## src/rtl/piso_pkg.sv

```systemverilog
// Shared definitions for the piso_tx serial transmitter.
package piso_pkg;

  typedef enum logic {
    ST_IDLE  = 1'b0,
    ST_SHIFT = 1'b1
  } state_e;

  // Ceiling log2, used to size counters at elaboration time.
  function automatic int unsigned clog2(input int unsigned v);
    int unsigned r;
    r = 0;
    for (int unsigned i = 0; i < 32; i++) begin
      if ((64'd1 << i) < 64'(v)) r = i + 1;
    end
    return r;
  endfunction

endpackage

```

## src/rtl/piso_tx_bit_period_ctr.sv

```systemverilog
// Bit-period counter: counts 0..CLKS_PER_BIT-1 while enabled and flags the last cycle.
module bit_period_ctr
  import piso_pkg::*;
#(
  parameter int unsigned CLKS_PER_BIT = 6000000
) (
  input  logic clk,
  input  logic rstn,
  input  logic clear,
  input  logic enable,
  output logic last
);

  localparam int unsigned CNT_W = (clog2(CLKS_PER_BIT) < 1) ? 1 : clog2(CLKS_PER_BIT);

  logic [CNT_W-1:0] cnt_q, cnt_d;

  assign last = (cnt_q == CNT_W'(CLKS_PER_BIT - 1));

  // Next count: clear wins, otherwise wrap at the terminal value.
  always_comb begin
    cnt_d = cnt_q;
    if (clear) begin
      cnt_d = '0;
    end else if (enable) begin
      cnt_d = last ? '0 : cnt_q + CNT_W'(1);
    end
  end

  // Count register with synchronous active-low reset.
  always_ff @(posedge clk) begin
    if (!rstn) cnt_q <= '0;
    else       cnt_q <= cnt_d;
  end

endmodule

```

## src/rtl/piso_tx.sv

```systemverilog
// Parallel-in serial-out transmitter with valid/ready load and per-bit strobe.
module piso_tx
  import piso_pkg::*;
#(
  parameter int unsigned WIDTH        = 4,
  parameter int unsigned CLKS_PER_BIT = 6000000,
  parameter bit          MSB_FIRST    = 1'b1
) (
  input  logic             clk,
  input  logic             rstn,
  input  logic             load_valid,
  output logic             load_ready,
  input  logic [WIDTH-1:0] load_data,
  output logic             sdo,
  output logic             bit_strobe,
  output logic             busy,
  output logic             done
);

  localparam int unsigned BIT_W = clog2(WIDTH) + 1;

  state_e           state_q, state_d;
  logic [WIDTH-1:0] shift_q, shift_d;
  logic [BIT_W-1:0] bit_cnt_q, bit_cnt_d;
  logic             sdo_q, sdo_d;
  logic             strobe_q, strobe_d;
  logic             done_q, done_d;
  logic             accept;
  logic             period_last;

  function automatic logic first_bit(input logic [WIDTH-1:0] w);
    return MSB_FIRST ? w[WIDTH-1] : w[0];
  endfunction

  function automatic logic [WIDTH-1:0] advance(input logic [WIDTH-1:0] w);
    return MSB_FIRST ? (w << 1) : (w >> 1);
  endfunction

  assign accept     = load_valid && (state_q == ST_IDLE);
  assign load_ready = (state_q == ST_IDLE);
  assign busy       = (state_q == ST_SHIFT);
  assign sdo        = sdo_q;
  assign bit_strobe = strobe_q;
  assign done       = done_q;

  bit_period_ctr #(
    .CLKS_PER_BIT(CLKS_PER_BIT)
  ) u_period (
    .clk    (clk),
    .rstn   (rstn),
    .clear  (accept),
    .enable (state_q == ST_SHIFT),
    .last   (period_last)
  );

  // FSM next state, shift register, bit counter and registered outputs.
  // sdo is computed one cycle ahead from the value the shift register is about to hold.
  always_comb begin
    state_d   = state_q;
    shift_d   = shift_q;
    bit_cnt_d = bit_cnt_q;
    sdo_d     = sdo_q;
    strobe_d  = 1'b0;
    done_d    = 1'b0;
    case (state_q)
      ST_IDLE: begin
        sdo_d = 1'b0;
        if (load_valid) begin
          state_d   = ST_SHIFT;
          shift_d   = load_data;
          bit_cnt_d = '0;
          sdo_d     = first_bit(load_data);
          strobe_d  = 1'b1;
        end
      end
      ST_SHIFT: begin
        if (period_last) begin
          if (bit_cnt_q == BIT_W'(WIDTH - 1)) begin
            state_d   = ST_IDLE;
            shift_d   = '0;
            bit_cnt_d = '0;
            sdo_d     = 1'b0;
            done_d    = 1'b1;
          end else begin
            shift_d   = advance(shift_q);
            bit_cnt_d = bit_cnt_q + BIT_W'(1);
            sdo_d     = first_bit(advance(shift_q));
            strobe_d  = 1'b1;
          end
        end
      end
      default: state_d = ST_IDLE;
    endcase
  end

  // State and datapath registers with synchronous active-low reset.
  always_ff @(posedge clk) begin
    if (!rstn) begin
      state_q   <= ST_IDLE;
      shift_q   <= '0;
      bit_cnt_q <= '0;
      sdo_q     <= 1'b0;
      strobe_q  <= 1'b0;
      done_q    <= 1'b0;
    end else begin
      state_q   <= state_d;
      shift_q   <= shift_d;
      bit_cnt_q <= bit_cnt_d;
      sdo_q     <= sdo_d;
      strobe_q  <= strobe_d;
      done_q    <= done_d;
    end
  end

endmodule

```

## config.mk

```make
export PLATFORM = sky130hd
export DESIGN_NAME = piso_tx
export DESIGN_NICKNAME = d
export VERILOG_FILES = /design/src/rtl/piso_pkg.sv /design/src/rtl/piso_tx_bit_period_ctr.sv /design/src/rtl/piso_tx.sv
export SDC_FILE = /design/constraint.sdc
export NUM_CORES = 1
export LEC_CHECK = 0
export ABC_CLOCK_PERIOD_IN_PS = 6700
export CORE_UTILIZATION = 60
export CTS_CLUSTER_DIAMETER = 100
export CTS_CLUSTER_SIZE = 24
export DETAILED_ROUTE_END_ITERATION = 10
export DONT_BUFFER_PORTS = 1
export PLACE_DENSITY = 0.81
export SYNTH_ARGS = -nofsm -noshare
export SYNTH_HDL_FRONTEND = slang
export SYNTH_SLANG_ARGS = --single-unit
```

## constraint.sdc

```tcl
create_clock -name clk -period 6.7 [get_ports clk]
set_clock_uncertainty 0.2 [all_clocks]
set_input_delay 1.34 -clock clk [delete_from_list [all_inputs] [get_ports clk]]
set_output_delay 1.34 -clock clk [all_outputs]
set_load 0.01 [all_outputs]
```

Word level (Yosys, flattened, before mapping):

Cells that the tools add are included.

* bits in registers: 33
* bits in latches: 0
* memory bits (writable): 0
* memory bits (read-only): 0
* output and inout port bits: 5
* word-level logic and storage cells: 39
* memories kept: 0

* add/subtract/negate cells: 2
* $mul: 0
* divide/modulo/power cells: 0
* $lt $le $gt $ge: 0
* equality and inequality tests: 4
* shift-type cells: 0
* multiplexer cells: 20
* bitwise operators: 2
* reductions and logical operators: 4

Operators with widths (number)
* 23-bit by 1-bit adder with 23-bit output, second input constant: 1
* 23-bit equality test, second input constant: 1
* 23-bit two-way mux: 1
* 3-bit two-way mux: 6
* 3-bit case mux with 2 select lines: 2
* 1-bit two-way mux: 8
* 1-bit case mux with 2 select lines: 3
* 3-bit by 1-bit adder with 3-bit output, second input constant: 1
* 3-bit by 2-bit equality test with 1-bit output, second input constant: 1
* 3-bit AND reduction: 1
* 2-bit by 1-bit inequality test with 1-bit output, second input constant: 1
* 2-bit inequality test, second input constant: 1
* 1-bit inverter: 2
* 2-bit AND reduction: 1
* 2-bit OR reduction: 1
* 1-bit logical AND: 1

Depth between registers and ports, before layout:

Gate-level depths: netlist (run 1).

* word-level depth: 4
* mapped depth: 7
* depth with buffers taken out: 5

Hierarchy:

From an unflattened synthesis (run 1), not the netlist that was laid out.

* cell total of the unflattened synthesis: 179
* area total of the unflattened synthesis: 1572.8 um2

By module, submodules not included
* bit_period_ctr: instances 1, cells an instance 131, area each 1138.6 um2, sequential area each 460.4 um2
* piso_tx: instances 1, cells an instance 48, area each 434.2 um2, sequential area each 200.2 um2

Worst setup path after synthesis (run 1):

No wires, ideal clock.

* path type: input-to-reg
* start: input rstn
* end: register u_period.cnt_q[21]
* library setup time: 0.070 ns
* arrival time: 2.114 ns
* setup slack: 4.316 ns
* cell stages on the path: 5
* path through: clkbuf_1 and2_1 o21ai_4 buf_6 a21oi_1

* longest elaborated chain between the ends: 2

Ends and longest elaborated chain
* start: declaration: line piso_tx.sv:10 `input logic rstn,`
* 1-bit inverter (no source line)
* 2-bit OR reduction (no source line)
* end signal: assignment: line piso_tx_bit_period_ctr.sv:33 `else cnt_q <= cnt_d;`
* end: declaration: line piso_tx_bit_period_ctr.sv:16 `logic [CNT_W-1:0] cnt_q, cnt_d;`

Every way passes these cells.
A chain may end at the register's enable or synchronous reset.

Worst setup path after layout (run 1):

* start: register state_q, in the netlist busy
* end: output load_ready

* longest elaborated chain between the ends: 1

Ends and longest elaborated chain
* start: declaration: line piso_tx.sv:22 `state_e state_q, state_d;`
* start signal: assignment: line piso_tx.sv:106 `state_q <= state_d;`
* 1-bit inverter
* end: declaration: line piso_tx.sv:12 `output logic load_ready,`

Every way passes these cells.

==> flow_summary.yaml, run 1 <==
run_status:
  status: "finished clean"
place:
  place.gp.congestion: 0.822
  port_buffers: 0
  hpwlAfterDp_um: 2410
die:
  die-area_mm2: 0.00305
  ioPinCount: 12
  die_h_um: 55.2
  floorplan.initialDensity: 0.661
  fp-row-count: 18
  die_w_um: 55.2
  fp.coreArea_mm2: 0.00257
clock_tree:
  cts_sinks: 33
  cts_root_buffer: "clkbuf_4"
  path_clk_slew_ns: 0.10
  cts_buffers: 5
  cts_tree: "yes"
  clock_path_buffers: 2
  post-cts-setup-buffers: 0
  h-tree-depth: 2
  holdBufCountCts: 0
  cts-resized-gates: 0
  insertion_delay_ns: 0.33
finish:
  drive_gt1_frac: 0.0816
  final_cell_mix: "dfxtp_1 (33), nand2_1 (26), nor2_1 (13), a21oi_1 (13)"
  num-fill-cells: 215
  syn2layout_area_growth_pct: 3.76
  antenna_cells: 0
  layout_commonest_cell: "dfxtp_1"
  final_net_count: 204
timing:
  drv_slew: 0
  setup_viol: 0
  max_freq_ghz: 0.315
  relSlewSlack: 0.400
  fin_crit_sh: 0.474
  rsz0062_at_grt: "false"
  period_minus_slack_ns: 3.18
  tightest_slew_ns: 0.892
  fin_setup_tns_ns: 0
  finalHoldViolCount: 0
worst_setup_path:
  path_buf_inv: 1
  cp_data_arrival_time_ns: 1.64
  max_stage_delay_ns: 0.80
  start_kind: "register"
  end_kind: "primary output"
  worstPathMaxFanout: 24
  slowest_stage: "dfxtp_1"
  path_cells: "clkinv_1"
  critPathTopFamily: "flip-flops"
  worstSetupPathType: "reg2out"
  crit_required_ns: 5.16
drt:
  dr.pass1.iters: 4
  ant_nets: 0
  detail_route.wl_per_cell_um: 14.3
  via_count: 1413
  drt_wl_total_um: 3230
  viasPerCell: 6.25
  drt_iter0_drc: 31
  drc_errors: 0
global_routing:
  grt_max_degree: 25
  first_global_vias: 1225
  grt_pass1_wl_um: 5370
  antenna_found_initial: 0
  grt_overflow: 0
  grt_usage: 0.256
power:
  power_density_mw_per_mm2: 197
  p_seq_frac: 0.588
  p_leak_uw: 0.000572
  switching_power_uw: 80.1
  ir_drop_mv: 0.179
  total_power_uw: 347
  clkPwrFrac: 0.366
  switching_share: 0.231
  combPwrFrac: 0.046
  intPower_uw: 267
yosys:
  ys_ff_latch: 33
  synth-main-ff-cell: "dfxtp_1"
  async_reset_ff_frac: 0
  synth_fp_nets: 206
  synth-edff-count: 0
  ys_warn_count: 0
  yosysSeqAreaShare: 0.389
  synthCells: 197
  synth_area_mm2: 0.00170
  synth_cell_type_count: 48
  syn_area_per_cell_um2: 8.62
run:
  maxCapViolations: 0
hold_path:
  min_path_type: "reg2reg"
-- sequential cells by signal, indices dropped and copies added (netlist names) --
| signal | count |
|---|---|
| bit_cnt_q | 3 |
| bit_strobe | 1 |
| busy | 1 |
| done | 1 |
| sdo | 1 |
| shift_q | 3 |
| u_period.cnt_q | 23 |
-- metrics by stage --
step	utilization	area, um^2	setup slack (ns)	hold slack, ns	cells
after detailed placement	0.659	1690	3.81	0.241	218
after floorplan	-	1700	4.32	0.212	197
after CTS	0.686	1760	3.53	0.255	226
final	0.686	1760	3.52	0.249	226
after global placement	0.659	1690	3.87	0.224	218
after global routing	0.686	1760	3.42	0.278	226
-- path summary, 6_finish.rpt --
path	slack (ns)	endpoint	from	depth (start not counted)
setup / recovery	3.52	load_ready	busy$_SDFF_PN0_	1
hold / removal	0.25	bit_cnt_q[2]$_SDFFE_PN0P_	bit_cnt_q[2]$_SDFFE_PN0P_	2
setup reg to reg	3.78	u_period.cnt_q[11]$_SDFFE_PP0P_	busy$_SDFF_PN0_	4
hold reg to reg	0.25	bit_cnt_q[2]$_SDFFE_PN0P_	bit_cnt_q[2]$_SDFFE_PN0P_	2
-- metal layers --
metal	wire length, um	up-vias	global-route usage
met3	120	7	0.0738
met4	42	0	0.0833
li1	-	719	-
met1	1550	660	0.317
met5	0	-	0
met2	1510	27	0.426
-- worst register-to-register path: stages, from the launching register on --
cell and delay (ns):
dfxtp_1 0.80, clkinv_1 0.51, or4_1 0.75, o21ai_4 0.44, nor2_1 0.10
-- cell families after synthesis --
logic type      synth area share
xor+xnor                  0.0619
mux                       0.0177
fa+ha+maj                 0.0147
simple gates               0.318
buf+inv                   0.0324
compound gates             0.166
flops                      0.389
-- cell usage after synthesis, types with 2 or more instances --
library cell / number / area, um^2
a211o_1: 2 / 17.5
a21oi_1: 13 / 65.1
and2_1: 2 / 12.5
and3_1: 5 / 31.3
and4_1: 2 / 17.5
buf_2: 2 / 10.0
clkbuf_1: 6 / 22.5
dfxtp_1: 33 / 661
ha_1: 2 / 25.0
inv_1: 2 / 7.51
mux2i_1: 3 / 30.0
nand2_1: 26 / 97.6
nand2b_1: 2 / 12.5
nand3_1: 7 / 35.0
nand3b_1: 2 / 15.0
nand4_1: 6 / 37.5
nor2_1: 13 / 48.8
nor2b_1: 2 / 12.5
nor3_1: 3 / 15.0
nor4_1: 5 / 31.3
o21a_1: 2 / 15.0
o21ai_0: 6 / 30.0
o2bb2ai_1: 4 / 35.0
o31ai_1: 3 / 22.5
or3_1: 5 / 31.3
or4_1: 7 / 52.6
xnor2_1: 6 / 52.6
xor2_1: 6 / 52.6
-- area by class of cell --
type / instances / area [um^2] / area share
clock buffers: 7 / 65.1 / 0.0369
clock inverters: 1 / 5.00 / 0.00284
inverters: 3 / 11.3 / 0.00639
multi-input cells: 152 / 982 / 0.558
flip-flops and latches: 33 / 661 / 0.375
well taps: 30 / 37.5 / 0.0213
-- power by group through the flow --
stage	Clock [uW]	Sequential (uW)	Combinational, uW
6_report	127	204	16.0
5_1_grt	136	205	17.8
4_1_cts	128	204	16.0
3_5_place_dp	0	208	15.9
3_3_place_gp	0	208	15.3
2_1_floorplan	0	206	17.0
Power figures use the tool's default switching activity.
==> inputs of run 2 (changes only) <==
ABC_CLOCK_PERIOD_IN_PS = 3000   (was 6700)
clock period = 3 ns   (was 6.7 ns; I/O delays follow)
==> run 2 against run 1 <==
Compared with the run above:
- count of clock-buffer cells in the layout stayed put
- hold slack got worse by 0.085 ns
- core utilization rose by 0.58 points
- total power rose by 130%
- highest routed layer unchanged
- combinational power rose to 2.7 times the previous value
- sequential share of layout area shrank 0.32 points
- register-to-register slack worse by 3.2 ns
- critical path depth rose by 3
- die area stayed put
- clock power grew 130%
- global-route usage up 2.2 points
==> flow_summary.yaml, run 2 (synthesis gave the netlist of run 1 again) <==
place:
  hpwlAfterDp_um: 2560
  place_ws_ns: 0.571
  port_buffers: 0
  place.gp.congestion: 0.803
drt:
  drc_errors: 0
  via_count: 1413
  ant_nets: 0
  drt_wl_total_um: 3500
  detail_route.wl_per_cell_um: 15.3
  drt_iter0_drc: 29
  viasPerCell: 6.20
  dr.pass1.iters: 4
timing:
  tightest_slew_ns: 0.710
  relSlewSlack: 0.523
  drv_slew: 0
  setup_slack_ns: 0.579
  period_minus_slack_ns: 2.42
  setup_viol: 0
  max_freq_ghz: 0.413
  fin_crit_sh: 0.807
  rsz0062_at_grt: "false"
  fin_setup_tns_ns: 0
  finalHoldViolCount: 0
finish:
  num-fill-cells: 200
  antenna_cells: 0
  drive_gt1_frac: 0.0909
  top_regs: "u_period.cnt_q (23), bit_cnt_q (3), shift_q (3)"
  layout_commonest_cell: "dfxtp_1"
  seq_area_um2: 661
  final_net_count: 206
  largest-register: "u_period.cnt_q"
  syn2layout_area_growth_pct: 4.64
  largest_reg_flops: 23
  final_cell_mix: "dfxtp_1 (33), nand2_1 (26), nor2_1 (13), a21oi_1 (13)"
  multi_input_area_um2: 982
worst_setup_path:
  worstSetupPathType: "reg2reg"
  path_cells: "or4b_4 -> or4_1 -> o21ai_4 -> a21oi_1"
  slowest_stage: "or4_1"
  critPathTopFamily: "simple AND/OR/NAND/NOR gates"
  end_kind: "register"
  worstPathMaxFanout: 17
  path_buf_inv: 0
  crit_required_ns: 3.01
  max_stage_delay_ns: 0.65
  start_kind: "register"
  cp_data_arrival_time_ns: 2.43
global_routing:
  antenna_found_initial: 0
  grt_max_degree: 24
  first_global_vias: 1292
  grt_usage: 0.278
  grt_overflow: 0
  globalRouteMet1Util: 0.338
  met2_usage: 0.452
  use_met3: 0.107
  busiest_layer: "met2"
  grt_pass1_wl_um: 5730
clock_tree:
  holdBufCountCts: 0
  post-cts-setup-buffers: 0
  cts-resized-gates: 0
  cts_tree: "yes"
  clock_path_buffers: 2
  h-tree-depth: 2
  path_clk_slew_ns: 0.11
  insertion_delay_ns: 0.35
  cts_root_buffer: "clkbuf_4"
  cts_sinks: 33
  cts_buffers: 5
die:
  die-area_mm2: 0.00305
  die_h_um: 55.2
  die_w_um: 55.2
  fp-row-count: 18
  fp.coreArea_mm2: 0.00257
  ioPinCount: 12
  floorplan.initialDensity: 0.661
power:
  p_leak_uw: 0.000582
  ir_drop_mv: 0.486
  power_density_mw_per_mm2: 441
run:
  maxCapViolations: 0
run_status:
  status: "finished clean"
hold_path:
  min_path_type: "in2reg"
## run 2: layout make-up
cell class | count | share of cell area
clock buffers | 7 | 0.0366
inverters | 3 | 0.00634
flip-flops and latches | 33 | 0.372
multi-input cells | 152 | 0.553
well taps | 30 | 0.0211
clock inverters | 1 | 0.00282
repair buffers | 2 | 0.00845
## run 2: through the flow
step	utilization	total power [uW]	hold WS, ns	cells	area, um^2
2_1_floorplan	-	498	0.212	197	1700
3_3_place_gp	0.665	501	0.224	220	1710
3_5_place_dp	0.665	503	0.240	220	1710
4_1_cts	0.692	785	0.158	228	1780
5_1_grt	0.692	809	0.153	228	1780
6_report	0.692	783	0.164	228	1780
## run 2: final timing paths
check	cells past startpoint	end	slack (ns)	startpoint
worst max register to register	4	u_period.cnt_q[20]$_SDFFE_PP0P_	0.58	u_period.cnt_q[13]$_SDFFE_PP0P_
worst min-delay path	1	u_period.cnt_q[1]$_SDFFE_PP0P_	0.16	rstn
worst max-delay path	4	u_period.cnt_q[20]$_SDFFE_PP0P_	0.58	u_period.cnt_q[13]$_SDFFE_PP0P_
worst min register to register	2	bit_cnt_q[2]$_SDFFE_PN0P_	0.25	bit_cnt_q[2]$_SDFFE_PN0P_
## run 2: worst reg2reg max path: stages, from the launching register on
cell and delay (ns):
dfxtp_1 0.36, or4b_4 0.54, or4_1 0.65, o21ai_4 0.44, a21oi_1 0.10
## run 2: power by group
part / switching (uW) / internal [uW]
sequential: 5.41 / 445
combinational: 26.7 / 16.3
clock: 155 / 136
total: 187 / 597
## run 2: per-layer routing
layer	wire length, um	up-vias
li1	-	717
met2	1630	23
met3	157	5
met5	0	-
met4	49	0
met1	1660	668
==> inputs of run 3 (changes only) <==
ABC_CLOCK_PERIOD_IN_PS = 2200   (was 3000)
CORE_UTILIZATION = 56   (was 60)
PLACE_DENSITY = 0.79   (was 0.81)
clock period = 2.2 ns   (was 3 ns; I/O delays follow)
==> run 3 against run 2 <==
Compared with the run above:
- the run now ends with DRC left
- worst setup slack worse by 0.56 ns
- register-to-register slack got worse by 0.56 ns
- cell count rose by 11%
- die area grew 6.9%
- total power increased by 39%
- design area increased by 13%
- count of clock-buffer cells in the layout unchanged
- critical path depth unchanged
- largest cell class unchanged
==> flow_summary.yaml, run 3 (synthesis gave the netlist of run 1 again) <==
finish:
  final_cell_mix: "dfxtp_1 (28), nand2_1 (26), buf_4 (24)"
  drive_gt1_frac: 0.229
  largest_reg_flops: 23
  syn2layout_area_growth_pct: 18.3
  final_net_count: 231
  antenna_cells: 0
  largest-register: "u_period.cnt_q"
  num-fill-cells: 226
  seq_area_um2: 667
  final_cells: 254
  layout_commonest_cell: "dfxtp_1"
  multi_input_area_mm2: 0.00100
  top_regs: "u_period.cnt_q (23), bit_cnt_q (3), shift_q (3)"
clock_tree:
  cts_root_buffer: "clkbuf_4"
  cts_tree: "yes"
  clock_path_buffers: 2
  h-tree-depth: 2
  path_clk_slew_ns: 0.10
  insertion_delay_ns: 0.35
  cts_buffers: 5
  cts_sinks: 33
power:
  ir_drop_mv: 0.418
  intPower_uw: 827
  combPwrFrac: 0.071
  p_seq_frac: 0.563
  total_power_uw: 1090
  switching_power_uw: 264
  switching_share: 0.242
  clkPwrFrac: 0.367
  power_density_mw_per_mm2: 543
  p_leak_uw: 0.000716
global_routing:
  first_global_vias: 1565
  grt_pass1_wl_um: 7010
  antenna_found_initial: 0
  grt_max_degree: 20
  grt_usage: 0.279
  grt_overflow: 0
drt:
  drc_errors: 2
  viasPerCell: 6.24
  dr.pass1.iters: 7
  drt_wl_total_um: 4020
  detail_route.wl_per_cell_um: 15.8
  drt_iter0_drc: 108
  via_count: 1585
  ant_nets: 0
die:
  fp.coreArea_mm2: 0.00281
  die-area_mm2: 0.00326
  die_h_um: 57.1
  ioPinCount: 12
  die_w_um: 57.1
  fp-row-count: 19
  floorplan.initialDensity: 0.605
timing:
  rsz0062_at_grt: "true"
  max_freq_ghz: 0.457
  setup_viol: 0
  drv_slew: 0
  tightest_slew_ns: 0.462
  relSlewSlack: 0.691
  finalHoldViolCount: 0
  period_minus_slack_ns: 2.19
  fin_crit_sh: 0.994
hold_path:
  min_path_type: "in2reg"
worst_setup_path:
  start_kind: "register"
  max_stage_delay_ns: 0.58
  crit_required_ns: 2.25
  path_buf_inv: 0
  path_cells: "or4b_4 -> or4_4 -> o21a_4 -> a31o_1"
  end_kind: "register"
  slowest_stage: "or4_4"
  critPathTopFamily: "simple AND/OR/NAND/NOR gates"
  cp_data_arrival_time_ns: 2.24
  worstSetupPathType: "reg2reg"
  worstPathMaxFanout: 5
place:
  place.gp.congestion: 0.874
  dpl.cell_count: 243
  hpwlAfterDp_um: 2950
  port_buffers: 0
run:
  maxCapViolations: 0
run_status:
  status: "complete, but fails checks"
  violations: "DRC"
run 3: cell count changes in the layout (fill, tap and decap cells not counted), sizes merged:
cell,previous run,this run
buf,2,25
dlygate4sd3,0,2
run 3: through the flow:
step           cell area, um^2  hold WS (ns)  utilization  worst slack (ns)  setup TNS, ns
2_1_floorplan             1710         0.212            -           -0.0213         -0.193
3_3_place_gp              1900         0.224        0.676            0.0545              0
3_5_place_dp              1900         0.263        0.676            0.0336              0
4_1_cts                   1980        0.0104        0.704            0.0173              0
5_1_grt                   2010        0.0119        0.716          -0.00390       -0.00390
6_report                  2010        0.0217        0.716            0.0138              0
run 3: layout make-up:
cell class,instances,area share
clock buffer,7,0.0324
multi-input combinational,152,0.498
inverter,3,0.00561
tap,31,0.0193
clock inverter,1,0.00249
timing repair buffer,27,0.110
sequential,33,0.332
run 3: worst paths after layout:
| check | from | cells after the start | end | slack, ns |
|---|---|---|---|---|
| min | rstn | 2 | u_period.cnt_q[14]$_SDFFE_PP0P_ | 0.02 |
| min reg2reg | bit_cnt_q[2]$_SDFFE_PN0P_ | 2 | bit_cnt_q[2]$_SDFFE_PN0P_ | 0.27 |
| max reg2reg | u_period.cnt_q[14]$_SDFFE_PP0P_ | 4 | bit_cnt_q[0]$_SDFFE_PN0P_ | 0.01 |
| max | u_period.cnt_q[14]$_SDFFE_PP0P_ | 4 | bit_cnt_q[0]$_SDFFE_PN0P_ | 0.01 |
run 3: power groups by stage:
| stage | sequential [uW] | clock [uW] | combinational (uW) |
|---|---|---|---|
| 3_3_place_gp | 628 | 0 | 69.7 |
| 2_1_floorplan | 627 | 0 | 52.4 |
| 4_1_cts | 614 | 402 | 75.6 |
| 3_5_place_dp | 628 | 0 | 73.8 |
| 5_1_grt | 616 | 435 | 85.0 |
| 6_report | 614 | 400 | 77.0 |
run 3: layer usage:
layer  wire [um]  up-vias  global-route usage
li1            -      770                   -
met4          69        0               0.101
met3         234        8              0.0726
met2        1980       49               0.472
met1        1740      758               0.343
met5           0        -                   0
run 3: repair_timing:
action | 4_1_cts | 5_1_grt
buffers inserted | 0 | 1
gates resized for setup | 0 | 6
hold buffers | 1 | 1
endpoints found under the setup margin | 0 | 18
hold endpoints to repair | 1 | 1
